<file path="src/rtl/cla_pipe_top.sv">
// Free-running BIST: LFSR operands -> pipelined CLA, checked against a delayed behavioural sum.
// Latency WIDTH/BLOCK cycles, one add per cycle; no backpressure (free-running, nothing stalls).

module cla_pipe #(
  parameter int WIDTH = 32,
  parameter int BLOCK = 4
) (
  input  logic             clk_i,
  input  logic             rst_ni,
  input  logic [WIDTH-1:0] a_i,
  input  logic [WIDTH-1:0] b_i,
  input  logic             cin_i,
  output logic [WIDTH-1:0] sum_o,
  output logic             cout_o
);
  localparam int STAGES = WIDTH / BLOCK;

  // Two-level lookahead: c[j+1] = g[j] | p[j]g[j-1] | ... | p[j..0]c0
  function automatic logic [BLOCK:0] group_carries(input logic [BLOCK-1:0] g,
                                                   input logic [BLOCK-1:0] p,
                                                   input logic             c0);
    logic [BLOCK:0] c;
    logic           pp;
    c    = '0;
    c[0] = c0;
    for (int j = 0; j < BLOCK; j++) begin
      pp = 1'b1;
      for (int m = j; m >= 0; m--) begin
        c[j+1] = c[j+1] | (g[m] & pp);
        pp     = pp & p[m];
      end
      c[j+1] = c[j+1] | (pp & c0);
    end
    return c;
  endfunction

  logic [WIDTH-1:0] a_q [STAGES];
  logic [WIDTH-1:0] b_q [STAGES];
  logic [WIDTH-1:0] s_q [STAGES];
  logic             c_q [STAGES];
  logic [WIDTH-1:0] a_d [STAGES];
  logic [WIDTH-1:0] b_d [STAGES];
  logic [WIDTH-1:0] s_d [STAGES];
  logic             c_d [STAGES];
  logic [WIDTH-1:0] a_x [STAGES];
  logic [WIDTH-1:0] b_x [STAGES];
  logic [WIDTH-1:0] s_x [STAGES];
  logic             c_x [STAGES];
  logic [BLOCK-1:0] ga, gb;
  logic [BLOCK:0]   gc;

  // Stage k sees the operands and partial sum held by stage k-1 and fills in group k.
  always_comb begin
    ga     = '0;
    gb     = '0;
    gc     = '0;
    a_x[0] = a_i;
    b_x[0] = b_i;
    s_x[0] = '0;
    c_x[0] = cin_i;
    for (int k = 1; k < STAGES; k++) begin
      a_x[k] = a_q[k-1];
      b_x[k] = b_q[k-1];
      s_x[k] = s_q[k-1];
      c_x[k] = c_q[k-1];
    end
    for (int k = 0; k < STAGES; k++) begin
      ga     = a_x[k][k*BLOCK +: BLOCK];
      gb     = b_x[k][k*BLOCK +: BLOCK];
      gc     = group_carries(ga & gb, ga ^ gb, c_x[k]);
      a_d[k] = a_x[k];
      b_d[k] = b_x[k];
      s_d[k] = s_x[k];
      s_d[k][k*BLOCK +: BLOCK] = (ga ^ gb) ^ gc[BLOCK-1:0];
      c_d[k] = gc[BLOCK];
    end
  end

  always_ff @(posedge clk_i or negedge rst_ni) begin
    if (!rst_ni) begin
      for (int k = 0; k < STAGES; k++) begin
        a_q[k] <= '0;
        b_q[k] <= '0;
        s_q[k] <= '0;
        c_q[k] <= 1'b0;
      end
    end else begin
      for (int k = 0; k < STAGES; k++) begin
        a_q[k] <= a_d[k];
        b_q[k] <= b_d[k];
        s_q[k] <= s_d[k];
        c_q[k] <= c_d[k];
      end
    end
  end

  assign sum_o  = s_q[STAGES-1];
  assign cout_o = c_q[STAGES-1];
endmodule

module cla_pipe_top #(
  parameter int          WIDTH       = 32,
  parameter int          BLOCK       = 4,
  parameter int          LOCK_CYCLES = 16,
  parameter logic [31:0] SEED_A      = 32'h1234_5678,
  parameter logic [31:0] SEED_B      = 32'h9ABC_DEF1
) (
  input  logic user_clk,
  input  logic rst,
  input  logic en,
  output logic error,
  output logic locked
);
  localparam int          STAGES = WIDTH / BLOCK;
  localparam int          CW     = $clog2(LOCK_CYCLES + 1);
  localparam logic [31:0] TAPS   = 32'h8020_0003;

  function automatic logic [31:0] lfsr_step(input logic [31:0] s);
    return s[0] ? ((s >> 1) ^ TAPS) : (s >> 1);
  endfunction

  logic [31:0]      lfsr_a_q, lfsr_a_d, lfsr_b_q, lfsr_b_d;
  logic [CW-1:0]    cnt_q, cnt_d;
  logic             locked_q, locked_d;
  logic             error_q, error_d;
  logic [WIDTH:0]   ref_q [STAGES];
  logic [STAGES-1:0] vld_q;

  logic [WIDTH-1:0] op_a, op_b, cla_sum;
  logic             cin, cla_cout;
  logic [WIDTH:0]   ref_in, chk;

  assign op_a   = lfsr_a_q[WIDTH-1:0];
  assign op_b   = lfsr_b_q[WIDTH-1:0];
  assign cin    = op_a[0] ^ op_b[WIDTH-1];
  assign ref_in = {1'b0, op_a} + {1'b0, op_b} + {{WIDTH{1'b0}}, cin};
  // en only perturbs the compared copy; the pipeline itself is untouched.
  assign chk    = {cla_cout, cla_sum ^ {{(WIDTH-1){1'b0}}, en}};

  cla_pipe #(.WIDTH(WIDTH), .BLOCK(BLOCK)) u_cla (
    .clk_i  (user_clk),
    .rst_ni (rst),
    .a_i    (op_a),
    .b_i    (op_b),
    .cin_i  (cin),
    .sum_o  (cla_sum),
    .cout_o (cla_cout)
  );

  always_comb begin
    cnt_d    = cnt_q;
    locked_d = locked_q;
    lfsr_a_d = lfsr_a_q;
    lfsr_b_d = lfsr_b_q;
    error_d  = error_q;
    if (!locked_q) begin
      cnt_d = cnt_q + CW'(1);
      if (cnt_q == CW'(LOCK_CYCLES - 1)) locked_d = 1'b1;
    end else begin
      lfsr_a_d = lfsr_step(lfsr_a_q);
      lfsr_b_d = lfsr_step(lfsr_b_q);
    end
    if (vld_q[STAGES-1] && (chk != ref_q[STAGES-1])) error_d = 1'b1;
  end

  always_ff @(posedge user_clk or negedge rst) begin
    if (!rst) begin
      lfsr_a_q <= SEED_A;
      lfsr_b_q <= SEED_B;
      cnt_q    <= '0;
      locked_q <= 1'b0;
      error_q  <= 1'b0;
      vld_q    <= '0;
      for (int k = 0; k < STAGES; k++) ref_q[k] <= '0;
    end else begin
      lfsr_a_q <= lfsr_a_d;
      lfsr_b_q <= lfsr_b_d;
      cnt_q    <= cnt_d;
      locked_q <= locked_d;
      error_q  <= error_d;
      vld_q    <= {vld_q[STAGES-2:0], locked_q};
      ref_q[0] <= ref_in;
      for (int k = 1; k < STAGES; k++) ref_q[k] <= ref_q[k-1];
    end
  end

  assign error  = error_q;
  assign locked = locked_q;
endmodule

</file>
<file path="config.mk">
export PLATFORM = sky130hd
export DESIGN_NAME = cla_pipe_top
export DESIGN_NICKNAME = d
export VERILOG_FILES = /design/src/rtl/cla_pipe_top.sv
export SDC_FILE = /design/constraint.sdc
export NUM_CORES = 1
export LEC_CHECK = 0
export ABC_AREA = 1
export BUFFER_PORTS_ARGS = -buffer_cell sky130_fd_sc_hd__buf_2
export CAP_MARGIN = 0
export CORE_MARGIN = 10
export CORE_UTILIZATION = 59
export CTS_BUF_LIST = sky130_fd_sc_hd__clkbuf_4
export DETAILED_ROUTE_END_ITERATION = 8
export GPL_ROUTABILITY_DRIVEN = 0
export PLACE_DENSITY = 0.78
export SKIP_CTS_REPAIR_TIMING = 1
export SLEW_MARGIN = 15
export SYNTH_ARGS = -nofsm -noshare
export SYNTH_HDL_FRONTEND = slang
export SYNTH_SLANG_ARGS = --single-unit
</file>
<file path="constraint.sdc">
create_clock -name user_clk -period 1.78 [get_ports user_clk]
set_input_delay 0.356 -clock user_clk [delete_from_list [all_inputs] [get_ports user_clk]]
set_output_delay 0.356 -clock user_clk [all_outputs]
set_load 0.05 [all_outputs]
</file>
==> results.toml <==
[clock_tree]
cts-root-buf = "clkbuf_4"
cts_buffer_depth = 3
htreeDepth = 4
clock_sinks = 687
cts_tree = "yes"
worstSkewPairLatency_ns = 0.87
path_clk_slew_ns = 0.10
numCtsBuffers = 159

[sta]
clock.fmax_mhz = 512
final_hold_viol_count = 0
slew_headroom = 0.664
worstMarginPinSlew_ns = 0.504
rsz0062_at_grt = "true"
period_share = 1.10
slew_violations = 0
fin_crit_ns = 1.95
fin_skew_ns = 0.0599
setup_ws_ns = -0.174
finalSetupViolCount = 18
final.setup.tns_ns = -1.57

[drt]
vias_per_cell = 5.26
routed_wl_um = 51200
vias = 13200
drt_iter0_drc = 1349
antenna_left = 0
wl_per_cell_um = 20.4
first_pass_iters = 8
drc = 0

[synth]
synth_top_cell_by_area = "dfrtp_1"
synth_seq_cells = 687
syn_nets = 1697
synth_area_leaders = "dfrtp_1 74%, nand2_1 6.5%, dfstp_2 3.9%, ha_1 3.5%, inv_1 2.5%"
synth.distinct_cells = 32
syn_avg_cell_area_um2 = 13.6
syn-cell-area_mm2 = 0.0221
synth-seq-area-share = 0.778
ys_warn_count = 0
synthCells = 1625
synth.top_cell.area_share = 0.739

[power]
p_total_mw = 28.6
combPwrFrac = 0.014
switching_share = 0.230
p_leak_nw = 14.5
irDropWorstVdd_v = 0.000517
p_clk_frac = 0.441
p_switching_mw = 6.60
power.internal_mw = 22.0
power_frac_seq = 0.545
power_density_mw_per_mm2 = 1080

[critical_path]
rr_startpoint = "lfsr_a_q[9]"
critPathCapture = "ref_q[250]"
startpoint = "lfsr_a_q[9]"
cp_data_required_time_ns = 2.51
max_stage_delay_ns = 0.58
worstSetupPathType = "reg -> reg"
cp-start-kind = "flop"
cp.arrival_ns = 2.68
crit_fanout = 4
r2r_cells = 10
rrSetupSlack_ns = -0.17
cp_slowest_cell = "dfstp_2"
cp-end-kind = "flop"
timing.rr.end = "ref_q[250]"
critical_path.cell_chain = "ha_4, nand2_2, nor2_1, and2_1, nand2_1, nand3_4, nand2_1, nand2_1, nand2_1, nand2_1"
crit_path_frequent_cell = "nand2_1"

[global_routing]
overflow = 0
gr-usage-all-layers = 0.215
grt_max_degree = 95
grt_pass1_wl_um = 75000
grt_antenna_before_repair = 5
grt_pass1_vias = 14400

[floorplanning]
chipWidth_um = 214
row_count = 70
fp.dieH_um = 214
dieArea_mm2 = 0.0457
ioPinCount = 5
core_area_mm2 = 0.0368
initial_utilization = 0.602

[place]
place.port_buffers = 4
dp.final_hpwl_um = 28900

[final_layout]
fin_nets = 1984
final_layout_size_suffix_gt1_frac = 0.301
synthToLayoutAreaGrowth_pct = 20.3

[status]
failed_checks = "setup timing"
outcome = "finished with violations"

[run]
max_cap_viol_count = 0

[worst_hold_path]
hp-class = "in -> reg"
[layer usage]
metal | global-route usage | wire length, um | up-vias
met5 | 0 | 9 | -
met4 | 0.107 | 2540 | 2
met3 | 0.0492 | 3320 | 249
met2 | 0.376 | 26900 | 621
met1 | 0.244 | 18400 | 6600
li1 | - | - | 5685
[power groups by stage]
stage / logic [mW] / clock network, mW / registers [mW]
2_1_floorplan: 0.00343 / 0 / 15.9
3_3_place_gp: 0.374 / 0 / 15.9
3_5_place_dp: 0.392 / 0 / 15.9
4_1_cts: 0.397 / 12.7 / 15.6
5_1_grt: 0.448 / 13.8 / 15.6
6_report: 0.390 / 12.6 / 15.6
[cells by family (layout without fill, tap and decap cells)]
logic type,count (synthesis),count (layout),share of synthesized area
compound gates,90,90,0.0228
fa+ha+maj,69,69,0.0414
other cells,0,1,0
xor+xnor,58,58,0.0229
flops,687,687,0.778
simple gates,545,545,0.104
buf+inv,176,585,0.0302
[cells in the final DEF (no fill, tap or decap), types with 8 or more instances in the layout]
| cell type | n |
|---|---|
| dfrtp_1 | 652 |
| nand2_1 | 346 |
| clkbuf_4 | 241 |
| inv_1 | 143 |
| buf_4 | 123 |
| nand2_2 | 55 |
| nor2_1 | 52 |
| xor2_1 | 36 |
| ha_1 | 36 |
| dfstp_2 | 33 |
| clkinv_1 | 27 |
| a21oi_1 | 24 |
| nand3_1 | 24 |
| ha_4 | 23 |
| inv_2 | 20 |
| o21ai_0 | 20 |
| xnor2_1 | 20 |
| a21oi_2 | 15 |
| or2_2 | 13 |
| nor2_2 | 12 |
| o21bai_1 | 11 |
| buf_12 | 11 |
| nand2_4 | 8 |
| nand4_1 | 8 |
[layout make-up]
cell class,count,area [um^2]
diodes,1,2.50
multi-input cells,762,4940
fillers,2050,10200
repair buffers,142,1230
clock buffers,241,1810
flip-flops and latches,687,17200
inverters,160,601
well taps,468,586
clock inverters,42,223
[per-stage QoR]
step	instances	setup slack [ns]	hold WS [ns]	utilization	cell area (um^2)
floorplan	1625	0.0771	0.0604	-	22100
global placement	2203	-0.166	0.283	0.645	23700
detailed placement	2203	-0.196	0.284	0.645	23700
CTS	2486	-0.233	-0.642	0.700	25800
global route	2503	-0.199	0.0745	0.724	26600
finish	2503	-0.174	0.0710	0.724	26600
[Yosys cell counts, drive strengths merged]
master / instances
o211ai: 3
xnor2: 20
inv: 158
dfrtp: 654
a21oi: 45
buf: 2
dfstp: 33
nor3: 11
or2: 13
clkinv: 2
fa: 7
nand3: 35
nand2: 409
and2: 1
a21o: 2
clkbuf: 14
o21bai: 13
o21ai: 27
ha: 62
nor2: 68
nand4: 8
xor2: 38
[how the worst min path moves through the flow]
stage / start / end / depth (start not counted)
detailed placement: rst / u_cla.s_d[130] / 1
global route: en / error / 9
finish: en / error / 9
global placement: rst / u_cla.s_d[130] / 1
CTS: rst / u_cla.s_d[131] / 1
floorplan: rst / cnt_q[0] / 0
[worst max-delay path, delay by kind of cell, from the launching register on]
| kind | cells | cell delay, ns |
|---|---|---|
| flip-flops | 1 | 0.58 |
| adder cells (fa/ha/maj) | 1 | 0.24 |
| AND/OR/NAND/NOR | 9 | 0.96 |
[flip-flops by register name (all words and copies together) (netlist names)]
| name | cells |
|---|---|
| u_cla.c_q | 7 |
| u_cla.b_d | 112 |
| cnt_q | 5 |
| u_cla.a_d | 112 |
| vld_q | 8 |
| lfsr_a_q | 32 |
| ref_q | 248 |
| lfsr_b_q | 32 |
| locked | 1 |
| u_cla.s_d | 98 |
| u_cla.sum_o | 30 |
| error | 1 |
| u_cla.cout_o | 1 |
No activity file was read; power rests on OpenSTA's default activity.
